File: src/rtl/fifo_wr_arbiter.sv
// Two-requester round-robin write arbiter for a shared fifo.
// It takes at most one word every two cycles, so the fifo's full flag has settled before each decision.
module fifo_wr_arbiter #(
  parameter int B = 8
) (
  input  logic         clk,
  input  logic         reset,
  input  logic [1:0]   req,
  input  logic [B-1:0] din0,
  input  logic [B-1:0] din1,
  input  logic         full,
  output logic         wr,
  output logic [B-1:0] w_data,
  output logic [1:0]   ack,
  output logic         busy
);

  typedef enum logic {
    IDLE  = 1'b0,
    WRITE = 1'b1
  } state_e;

  state_e         state_q, state_d;
  logic           wr_q, wr_d;
  logic [1:0]     ack_q, ack_d;
  logic [B-1:0]   w_data_q, w_data_d;
  logic           last_gnt_q, last_gnt_d;
  logic [1:0]     eligible;
  logic           sel;

  always_comb begin
    // NOTE: every signal gets a default first so no path leaves it unassigned (no latch).
    state_d    = state_q;
    wr_d       = 1'b0;
    ack_d      = 2'b00;
    w_data_d   = w_data_q;
    last_gnt_d = last_gnt_q;
    eligible   = req & {2{~full}};
    sel        = 1'b0;

    unique case (state_q)
      IDLE: begin
        if (eligible != 2'b00) begin
          // On a tie, the requester that was not served last time wins.
          if (eligible == 2'b11) sel = ~last_gnt_q;
          else                   sel = eligible[1];
          state_d    = WRITE;
          wr_d       = 1'b1;
          ack_d      = sel ? 2'b10 : 2'b01;
          w_data_d   = sel ? din1 : din0;
          last_gnt_d = sel;
        end
      end
      WRITE: begin
        state_d = IDLE;
      end
      default: begin
        state_d = IDLE;
      end
    endcase
  end

  // NOTE: sequential state uses non-blocking assignments so every register samples pre-edge values.
  always_ff @(posedge clk) begin
    if (reset) begin
      state_q    <= IDLE;
      wr_q       <= 1'b0;
      ack_q      <= 2'b00;
      w_data_q   <= '0;
      last_gnt_q <= 1'b1;
    end else begin
      state_q    <= state_d;
      wr_q       <= wr_d;
      ack_q      <= ack_d;
      w_data_q   <= w_data_d;
      last_gnt_q <= last_gnt_d;
    end
  end

  assign wr     = wr_q;
  assign ack    = ack_q;
  assign w_data = w_data_q;
  assign busy   = (state_q == WRITE);

endmodule

File: config.mk
export PLATFORM = sky130hd
export DESIGN_NAME = fifo_wr_arbiter
export DESIGN_NICKNAME = d
export VERILOG_FILES = /design/src/rtl/fifo_wr_arbiter.sv
export SDC_FILE = /design/constraint.sdc
export NUM_CORES = 1
export LEC_CHECK = 0
export ABC_AREA = 1
export CORE_MARGIN = 1
export CORE_UTILIZATION = 41
export CTS_CLUSTER_DIAMETER = 100
export DETAILED_ROUTE_END_ITERATION = 10
export PLACE_DENSITY = 0.89
export SLEW_MARGIN = 10
export SYNTH_ARGS = -nofsm -noshare
export SYNTH_HDL_FRONTEND = slang
export SYNTH_SLANG_ARGS = --single-unit
File: constraint.sdc
create_clock -name clk -period 1.9 [get_ports clk]
set_clock_uncertainty 0.1 [all_clocks]
set_input_delay 0.38 -clock clk [delete_from_list [all_inputs] [get_ports clk]]
set_output_delay 0.38 -clock clk [all_outputs]
set_load 0.1 [all_outputs]
==> flow_metrics.tcl <==
set metrics [dict create \
    max_cap_violations 0 \
    drt-initial-drc-count 12 \
    synth_top_area_cell "dfxtp_1" \
    grt_pass1_vias 641 \
    numCtsBuffers 3 \
    cp.arrival_ns 1.57 \
    area_growth_pct 72.6 \
    grt_max_degree 14 \
    place_area_um2 1100 \
    cts_tree "built" \
    synth_edf_count 0 \
    setup-tns-final_ns 0 \
    clkTransAtPathRegs_ns 0.08 \
    rsz0062_at_grt "false" \
    die_h_um 42.1 \
    die_area_um2 1770 \
    drive_gt1_frac 0.295 \
    drc 0 \
    die_w_um 42.1 \
    outcome "finished clean" \
    slew_viol_final 0 \
    row_count 14 \
    synth_area_leaders "dfxtp_1, nand2_1, inv_1" \
    root_buffer "clkbuf_4" \
    port_buffers 32 \
    seqCellArea_um2 241 \
    final_cell_area_um2 1140 \
    fmax_mhz 674 \
    netlist_area_um2 658 \
    final_nets 144 \
    powerDensity_nw_per_um2 745 \
    synth-async-reset-ratio 0 \
    grt_overflow 0 \
    syn-num-nets 109 \
    tightestPinTransition_ns 0.611 \
    multi_input_area_um2 302 \
    postSynthAreaPerCell_um2 7.48 \
    synth_cells 88 \
    ioPinCount 33 \
    postCtsHoldBufs 0 \
    grt_pass1_wl_mm 2.73 \
    drt_wl_total_mm 1.63 \
    vias 684 \
    yosysMostFrequentCell "nand2_1" \
    ys_ff_latch 12 \
    yosysWarningCount 0 \
    antenna_found_initial 0 \
    drt-vias-per-instance 4.96 \
    path_class "in2reg" \
    synth_top_area_share 0.365 \
    start_util 0.437 \
    end_kind "flip-flop" \
    synth_cell_types 19 \
    fin_crit_ns 1.48 \
    post-dp-hpwl_mm 1.18 \
    fin_cells 138 \
    ys_seq_area_frac 0.365 \
    clock-sinks 12 \
    drt_first_pass_iters 4 \
    report.final.setup_viol 0 \
    cts_setup_buffers 0 \
    insertedDiodeCount 0 \
    synthTopCellsByCount "nand2_1, inv_1, dfxtp_1" \
    final_core_util 0.754 \
    postRouteAntennaNets 0 \
    synth_ff_type "dfxtp_1" \
    worst_setup_path_start_kind "input pin" \
    wl_per_cell_um 11.8 \
    finalWeightedCongestion 0.828 \
    placedCellCount 134 \
    path_max_fanout 10 \
    hold_path_class "reg2reg" \
    p_leak_nw 0.526 \
    r2r_slack_ns 0.72 \
    required_ns 1.99 \
    cts_resized 0 \
    irDropWorstVdd_v 0.000525 \
    cts_buffer_depth 2 \
    max_slew_margin 0.591 \
    clk_latency_ns 0.28 \
    hold_violations 0 \
    cts_max_level 1 \
    finalCritPeriodShare 0.781 \
    fillers 108 \
    hold_ws_ns 0.407 \
    core-area_um2 1510 \
    grt_use_total 0.203 \
]
==> worst max-delay path, stage by stage <==
cell and delay (ns):
clkdlybuf4s50_1 0.48, inv_2 0.17, nand3_2 0.23, nand2_1 0.13
nand3_1 0.09, nand2_1 0.06, inv_1 0.04
==> stage by stage <==
step / total power [W] / worst slack [ns]
finish: 0.000847 / 0.417
global route: 0.000885 / 0.334
CTS: 0.000851 / 0.425
detailed placement: 0.000642 / 0.126
global placement: 0.000639 / 0.145
floorplan: 0.000504 / 0.359
==> sequential cells by signal, summed over array words and instances (netlist names) <==
name / flops
w_data: 8
ack: 2
busy: 1
last_gnt_q: 1
==> placed cells by master (no fill, tap or decap) <==
cell type,synthesis,layout
nor2_4,1,1
a21oi_2,6,6
nand4_1,8,8
clkdlybuf4s50_1,0,20
dfxtp_2,0,1
inv_4,1,1
nand2_1,18,18
nand2_2,1,1
dfxtp_1,12,11
nand3_2,1,1
clkbuf_8,0,1
a21oi_1,2,2
nand2_4,2,2
buf_4,1,2
inv_1,17,17
nor3_2,2,2
nand3_1,8,8
clkbuf_4,0,3
nand3b_1,1,1
buf_12,0,12
nor2_1,1,1
inv_2,3,3
==> final timing paths <==
kind	start	endpoint	cells after the start
worst max-delay path	full	w_data[2]	7
worst max register to register	busy	w_data[0]	6
worst min-delay path	last_gnt_q	last_gnt_q	2
worst min register to register	last_gnt_q	last_gnt_q	2
==> area by class of cell <==
cell class | instances | area share
Timing Repair Buffer | 34 | 0.401
Multi-Input combinational cell | 51 | 0.265
Sequential cell | 12 | 0.213
Inverter | 21 | 0.0716
Clock buffer | 4 | 0.0319
Tap cell | 16 | 0.0176
==> per-layer routing <==
metal	track usage	up-vias	routed length, um
li1	-	344	-
met1	0.253	313	707
met2	0.334	25	805
met3	0.0560	2	101
met4	0.0750	0	16
met5	0	-	0
==> cells by family after synthesis <==
family | synth area share
simple gates | 0.363
buf+inv | 0.177
flops | 0.365
compound gates | 0.0951
==> power breakdown <==
part	leakage, nW	internal (W)	switching (W)
Sequential	0.0995	0.000271	0.0000202
Combinational	0.406	0.000137	0.000209
Clock	0.0210	0.000117	0.0000923
Total	0.526	0.000525	0.000322
Power figures use the tool's default switching activity.
